[src/rtl/uart_pkg.sv]
// ============================================================================
// uart_pkg -- shared types and defaults for the UART receiver slice.
// Rev 1.0
// ============================================================================
`default_nettype none

package uart_pkg;

  localparam int CLKS_PER_BIT_DEFAULT = 10416;
  localparam int PACKET_LEN_DEFAULT   = 50;
  localparam int FRAME_BITS           = 10;

  typedef enum logic [1:0] {
    IDLE  = 2'd0,
    START = 2'd1,
    DATA  = 2'd2,
    STOP  = 2'd3
  } uart_state_e;

endpackage

`default_nettype wire

[src/rtl/uart_rx_sync.sv]
// ============================================================================
// uart_rx_sync -- two-flop synchronizer for the serial line, idles high.
// Rev 1.0
// ============================================================================
`default_nettype none

module uart_rx_sync (
  input  logic clk,
  input  logic reset,
  input  logic async_i,
  output logic sync_o
);

  logic meta_q;
  logic sync_q;

  always_ff @(posedge clk) begin
    if (reset) begin
      meta_q <= 1'b1;
      sync_q <= 1'b1;
    end else begin
      meta_q <= async_i;
      sync_q <= meta_q;
    end
  end

  assign sync_o = sync_q;

endmodule

`default_nettype wire

[src/rtl/uart_receiver.sv]
// ============================================================================
// uart_receiver -- 8N1 UART receiver with ready/valid holding register,
// sticky frame/overrun flags and packet byte counter.
// Optional build macro: UART_RX_MAJORITY_EN (2-of-3 vote per sample).
// Rev 1.0
// ============================================================================
`default_nettype none

module uart_receiver
  import uart_pkg::*;
#(
  parameter int CLKS_PER_BIT = CLKS_PER_BIT_DEFAULT,
  parameter int PACKET_LEN   = PACKET_LEN_DEFAULT
) (
  input  logic       clk,
  input  logic       reset,
  input  logic       rxd,
  output logic [7:0] rx_data,
  output logic       rx_valid,
  input  logic       rx_ready,
  output logic       frame_err,
  output logic       overrun,
  output logic [7:0] rx_count,
  input  logic       clear_err
);

  localparam int            TW   = $clog2(CLKS_PER_BIT);
  localparam logic [TW-1:0] LAST = TW'(CLKS_PER_BIT - 1);

  logic          rxd_s;
  uart_state_e   state_q;
  logic [TW-1:0] timer_q;
  logic [2:0]    bit_cnt_q;
  logic [7:0]    shift_q;
  logic          armed_q;
  logic [7:0]    rx_data_q;
  logic          rx_valid_q;
  logic          frame_err_q;
  logic          overrun_q;
  logic [7:0]    rx_count_q;

  logic          bit_d;
  logic          decide_d;
  logic          stop_ok_d;
  logic          stop_bad_d;
  logic          accept_d;

  uart_rx_sync u_sync (
    .clk     (clk),
    .reset   (reset),
    .async_i (rxd),
    .sync_o  (rxd_s)
  );

`ifdef UART_RX_MAJORITY_EN
  // Votes span mid-1..mid+1; the start decision is one cycle late, which also
  // shifts every later decision so the window stays centred on each bit.
  localparam logic [TW-1:0] START_DEC = TW'(CLKS_PER_BIT / 2 + 1);
  logic [1:0] vote_q;

  always_ff @(posedge clk) begin
    if (reset) vote_q <= 2'b11;
    else       vote_q <= {vote_q[0], rxd_s};
  end

  assign bit_d = (vote_q[0] & vote_q[1]) | (rxd_s & (vote_q[0] | vote_q[1]));
`else
  localparam logic [TW-1:0] START_DEC = TW'(CLKS_PER_BIT / 2);
  assign bit_d = rxd_s;
`endif

  assign decide_d   = (timer_q == ((state_q == START) ? START_DEC : LAST));
  assign stop_ok_d  = (state_q == STOP) && decide_d && bit_d;
  assign stop_bad_d = (state_q == STOP) && decide_d && !bit_d;
  assign accept_d   = rx_valid_q && rx_ready;

  always_ff @(posedge clk) begin
    if (reset) begin
      state_q     <= IDLE;
      timer_q     <= '0;
      bit_cnt_q   <= '0;
      shift_q     <= '0;
      armed_q     <= 1'b0;
      rx_data_q   <= '0;
      rx_valid_q  <= 1'b0;
      frame_err_q <= 1'b0;
      overrun_q   <= 1'b0;
      rx_count_q  <= '0;
    end else begin
      case (state_q)
        IDLE: begin
          timer_q <= '0;
          if (rxd_s) begin
            armed_q <= 1'b1;
          end else if (armed_q) begin
            armed_q <= 1'b0;
            state_q <= START;
          end
        end
        START: begin
          if (decide_d) begin
            timer_q   <= '0;
            bit_cnt_q <= '0;
            state_q   <= bit_d ? IDLE : DATA;
          end else begin
            timer_q <= timer_q + TW'(1);
          end
        end
        DATA: begin
          if (decide_d) begin
            timer_q   <= '0;
            shift_q   <= {bit_d, shift_q[7:1]};
            bit_cnt_q <= bit_cnt_q + 3'd1;
            if (bit_cnt_q == 3'(FRAME_BITS - 3)) state_q <= STOP;
          end else begin
            timer_q <= timer_q + TW'(1);
          end
        end
        STOP: begin
          if (decide_d) begin
            timer_q <= '0;
            state_q <= IDLE;
          end else begin
            timer_q <= timer_q + TW'(1);
          end
        end
        default: state_q <= IDLE;
      endcase

      if (stop_ok_d && (!rx_valid_q || rx_ready)) begin
        rx_data_q  <= shift_q;
        rx_valid_q <= 1'b1;
      end else if (accept_d) begin
        rx_valid_q <= 1'b0;
      end

      if (accept_d)
        rx_count_q <= (rx_count_q == 8'(PACKET_LEN - 1)) ? 8'd0 : rx_count_q + 8'd1;

      if (stop_bad_d)     frame_err_q <= 1'b1;
      else if (clear_err) frame_err_q <= 1'b0;

      if (stop_ok_d && rx_valid_q && !rx_ready) overrun_q <= 1'b1;
      else if (clear_err)                       overrun_q <= 1'b0;
    end
  end

  assign rx_data   = rx_data_q;
  assign rx_valid  = rx_valid_q;
  assign frame_err = frame_err_q;
  assign overrun   = overrun_q;
  assign rx_count  = rx_count_q;

endmodule

`default_nettype wire

[config.mk]
export PLATFORM = sky130hd
export DESIGN_NAME = uart_receiver
export DESIGN_NICKNAME = d
export VERILOG_FILES = /design/src/rtl/uart_pkg.sv /design/src/rtl/uart_rx_sync.sv /design/src/rtl/uart_receiver.sv
export SDC_FILE = /design/constraint.sdc
export NUM_CORES = 1
export LEC_CHECK = 0
export CORE_MARGIN = 5
export CORE_UTILIZATION = 30
export DETAILED_ROUTE_END_ITERATION = 7
export GPL_ROUTABILITY_DRIVEN = 0
export GPL_TIMING_DRIVEN = 0
export PLACE_DENSITY_LB_ADDON = 0.1
export SYNTH_ARGS = -nofsm -noshare
export SYNTH_HDL_FRONTEND = slang
export SYNTH_SLANG_ARGS = --single-unit
[constraint.sdc]
create_clock -name clk -period 3.8 [get_ports clk]
set_clock_uncertainty 0.15 [all_clocks]
set_input_delay 1.14 -clock clk [delete_from_list [all_inputs] [get_ports clk]]
set_output_delay 1.14 -clock clk [all_outputs]
set_load 0.03 [all_outputs]
Word level (Yosys, flattened, before mapping)
Index checks and enable logic that the tools add are counted.
W data, S select, Z words.
- reductions and logical operators: 20
- multiplexer cells: 21
- eq/ne operators: 12
- add/subtract/negate cells: 3
- operators with widths (cell ; count):
    $mux W14 ; 2
    $pmux W14 S2 ; 1
    $add A14 B1 Y14 const B ; 1
    $eq A14 B14 Y1 ; 1
    $mux W2 ; 7
    $ne A2 B2 Y1 const B ; 6
    $add A8 B1 Y8 const B ; 1
    $eq A8 B6 Y1 const B ; 1
    $mux W8 ; 1
    $pmux W2 S4 ; 1
    $reduce_bool A2 Y1 ; 4
    $logic_and A1 B1 Y1 ; 7
    $mux W1 ; 6
    $mux W3 ; 2
    $pmux W3 S2 ; 1
    $reduce_and A6 Y1 ; 1
    $eq A2 B2 Y1 const B ; 2
    $add A3 B1 Y3 const B ; 1
    $eq A3 B3 Y1 const B ; 1
    $logic_not A1 Y1 ; 3
    $reduce_and A3 Y1 ; 1
    $reduce_or A3 Y1 ; 1
    $eq A2 B1 Y1 const B ; 1
    $logic_not A2 Y1 ; 1
    other kinds (2) ; 2
- bits in registers: 49
- output and inout bits: 19
- bits of input ports: 5

Longest topological paths before layout
- depth in word-level cells: 8
- mapped depth: 8
- gate-level depth less buffers: 6

Cells and area by module
Synthesis repeated with hierarchy kept, for this count alone.
- cells, all modules: 224
- area, all modules: 2180.8 sq um
- by module, submodules not included (module ; cells each ; area each (sq um) ; instances):
    uart_receiver ; 220 ; 2128.3 ; 1
    uart_rx_sync ; 4 ; 52.6 ; 1

Worst setup path after synthesis
OpenSTA, ideal clock, no wires.
- path kind: input-to-reg
- start: in rx_ready
- end: reg rx_count_q[6], in the netlist rx_count[6]
- path slack: 1.505 ns
- data arrival time: 2.075 ns
- stages on the path: 5
- data required time: 3.580 ns
- path through: and2_1 clkbuf_1 nand4_1 or3_1 a21oi_1
- cells in the longest elaborated chain, start to end: 1
- RTL lines (element ; RTL line ; RTL):
    start: declaration ; uart_receiver.sv:20 ; input logic rx_ready,
    $logic_and A1 B1 Y1 ; uart_receiver.sv:75 ; assign accept_d = rx_valid_q && rx_ready;
    end signal: assignment ; uart_receiver.sv:138 ; rx_count_q <= (rx_count_q == 8'(PACKET_LEN - 1)) ? 8'd0 : rx_count_q + 8'd1;
    end: declaration ; uart_receiver.sv:40 ; logic [7:0] rx_count_q;
Every way passes these cells.
A chain may end at the register's enable or synchronous reset.

Worst setup path in the final report
- start: reg rx_count_q[0], in the netlist rx_count[0]
- end: out rx_count[0]
- RTL lines (element ; RTL line ; RTL):
    end: declaration ; uart_receiver.sv:23 ; output logic [7:0] rx_count,
No word-level cell between the ends.

==> metrics.txt <==
status finished clean; clk_lat worst skew 0.31 ns; GRT Total Usage 0.115; Synth area leaders dfxtp_1 46%, nor2_1 5.4%, nand3_1 5.1%, xor2_1 4.1%, a21oi_1 3.7%; post-synth top area share 0.458; Worst Path Class, Setup flop to primary output; R2R Setup Slk 1.59 ns; maximum clock rate 0.361 GHz; #FFs+latches synth 49; Worst VDD drop 158 µV; dominant cell type by area after synthesis dfxtp_1; hold_sp u_sync.meta_q; number of placed instances, taps included 361; r2r worst-path depth 8; fin crit share 0.730; Core ar. 0.00687 mm²; DR WL/cell 12.7 µm; post-CTS sizing 0; # fillers 720; RSZ-0062 raised after global routing false; pwr dens 355 mW/mm²; Arrival @ worst endpoint 1.48 ns; vias in the first global route 1621; WHS Path Cells 1; Rows 30; worst relative slew slack 0.646; Post-CTS Setup Inserts 0; Max FO, Critical Path 6; Die H 94.5 µm; final slew viol count 0; initial antenna violation count 0; CTS tree yes; maximum number of pins on one net before global-route repair 16; Final ANT Viol Nets 0; Ports 24; Hold WC Path Type flop to flop; synth unique cells 38; clk buf depth 2; total CTS buffers 5; area of the die 0.00893 mm²; final WL 4680 µm; clock-pin transition on the worst setup and hold timing paths 0.10 ns; Tmin final 2.77 ns; Crit Reg-Reg Endpoint timer_q[10]; Max H-tree Level 2; P_leak 0.000913 µW; total power 924 µW; drt pass-1 iters 4; Cell Chain, Critical Path clkdlybuf4s50_1; Synth Warn # 0; initial DRC count 84; Clock Sinks 49; Non-Filler Instances 369; TNS Setup 0 ns; hold_buf cts 0; DR vias/cell 4.69; share of cells above drive strength 1 0.0733; Hold Path Sink u_sync.sync_o; max cap viols 0; post-synthesis cell count 242; Residual DRC 0; Setup crit end kind primary output; final setup fails 0; Layout Nets 282; via count 1729; Chip Width 94.5 µm; Syn Nets 252; Port Buf Inserts 23; Crit path required time 2.51 ns; gr ovfl total 0; area grow syn2layout 21.6%; CP Buf/Inv Count 1; pin slew with the least headroom to its limit 0.532 ns; CP top delay family buffers and inverters; Mean Syn Cell Area 8.85 µm²; Max stage delay cell, worst path clkdlybuf4s50_1; slowest stage delay, CP 0.72 ns; CTS root buf clkbuf_8; Initial Util 0.312; CP Launch Type flop; half-perimeter wire length after placement 3280 µm; Fin. Hold Viols 0; Mapped Area 0.00214 mm²; sequential share of the synthesized area 0.458; first-pass GRT wire length 8020 µm; antenna cells 0
==> cells by family after synthesis <==
logic type	synth area share
AOI/OAI and AO/OA	0.116
xor gates and xnor gates	0.0736
adders and majority gates	0.0292
buffers and inverters	0.0327
DFF	0.458
muxes	0.0234
and+or+nand+nor	0.267
==> layout make-up <==
type | instances | area, µm² | share of cell area
Clock inverter | 2 | 38.8 | 0.0149
Multi-Input combinational cell | 178 | 1090 | 0.419
Clock buffer | 6 | 72.6 | 0.0279
Timing Repair Buffer | 23 | 230 | 0.0884
Inverter | 4 | 15.0 | 0.00577
Sequential cell | 49 | 981 | 0.377
Buffer | 11 | 55.1 | 0.0211
Tap cell | 96 | 120 | 0.0461
==> metal layers <==
layer	share of wire	wire length, µm	GRT usage	up-vias
met1	0.51	2390	0.164	798
li1	-	-	-	896
met4	0.017	78	0.0469	0
met5	0	0	0	-
met3	0.045	209	0.0279	7
met2	0.43	2010	0.165	28
==> where the power goes <==
| group | switching (µW) | internal, µW | leakage (µW) |
|---|---|---|---|
| Sequential | 4.01 | 518 | 0.000396 |
| Combinational | 15.1 | 12.4 | 0.000462 |
| Clock | 176 | 198 | 0.0000554 |
| Total | 195 | 729 | 0.000913 |
==> metrics by stage <==
stage	setup slack (ns)	cell area (µm²)	hold slack (ns)	utilization
floorplan	1.51	2140	0.239	-
global placement	0.740	2490	0.252	0.363
detailed placement	0.755	2490	0.258	0.363
CTS	0.996	2600	0.278	0.379
global route	0.952	2600	0.307	0.379
finish	1.03	2600	0.279	0.379
==> Yosys cell counts (all sizes together) <==
cell type / number
a221o: 1
and4: 1
a211oi: 1
nand4b: 1
mux2i: 5
and4bb: 2
nand2: 17
nor2b: 5
xor2: 10
nand2b: 10
a31oi: 3
or3: 3
and2: 2
or2: 2
clkbuf: 6
buf: 5
nand3b: 1
a221oi: 2
a41o: 1
nand4: 7
and3: 2
nor2: 31
o31ai: 1
nand3: 22
nor3: 3
ha: 5
xnor2: 8
o21ai: 16
a21oi: 16
inv: 4
dfxtp: 49
==> how the worst max path moves through the flow <==
stage                     start     endpoint  cells past startpoint
floorplan              rx_ready  rx_count[6]                      5
global placement          reset      overrun                      6
detailed placement        reset      overrun                      6
CTS                 rx_count[2]  rx_count[2]                      1
global route        rx_count[2]  rx_count[2]                      1
finish              rx_count[0]  rx_count[0]                      1
==> state kept, by name, summed over array words and instances (netlist names), 3 cells and up, named ones only <==
| name | cells |
|---|---|
| rx_data | 8 |
| shift_q | 8 |
| bit_cnt_q | 3 |
| timer_q | 14 |
| rx_count | 8 |
==> cell usage in the layout, fill, tap and decap left out, drive strengths merged, types with 10 or more instances in the layout <==
master and instances:
xor2 10, dfxtp 49, a21oi 16, o21ai 16, nand2b 10, clkbuf 12, clkdlybuf4s50 23, nand3 22
nand2 17, nor2 31
(Power assumes the default switching activity.)
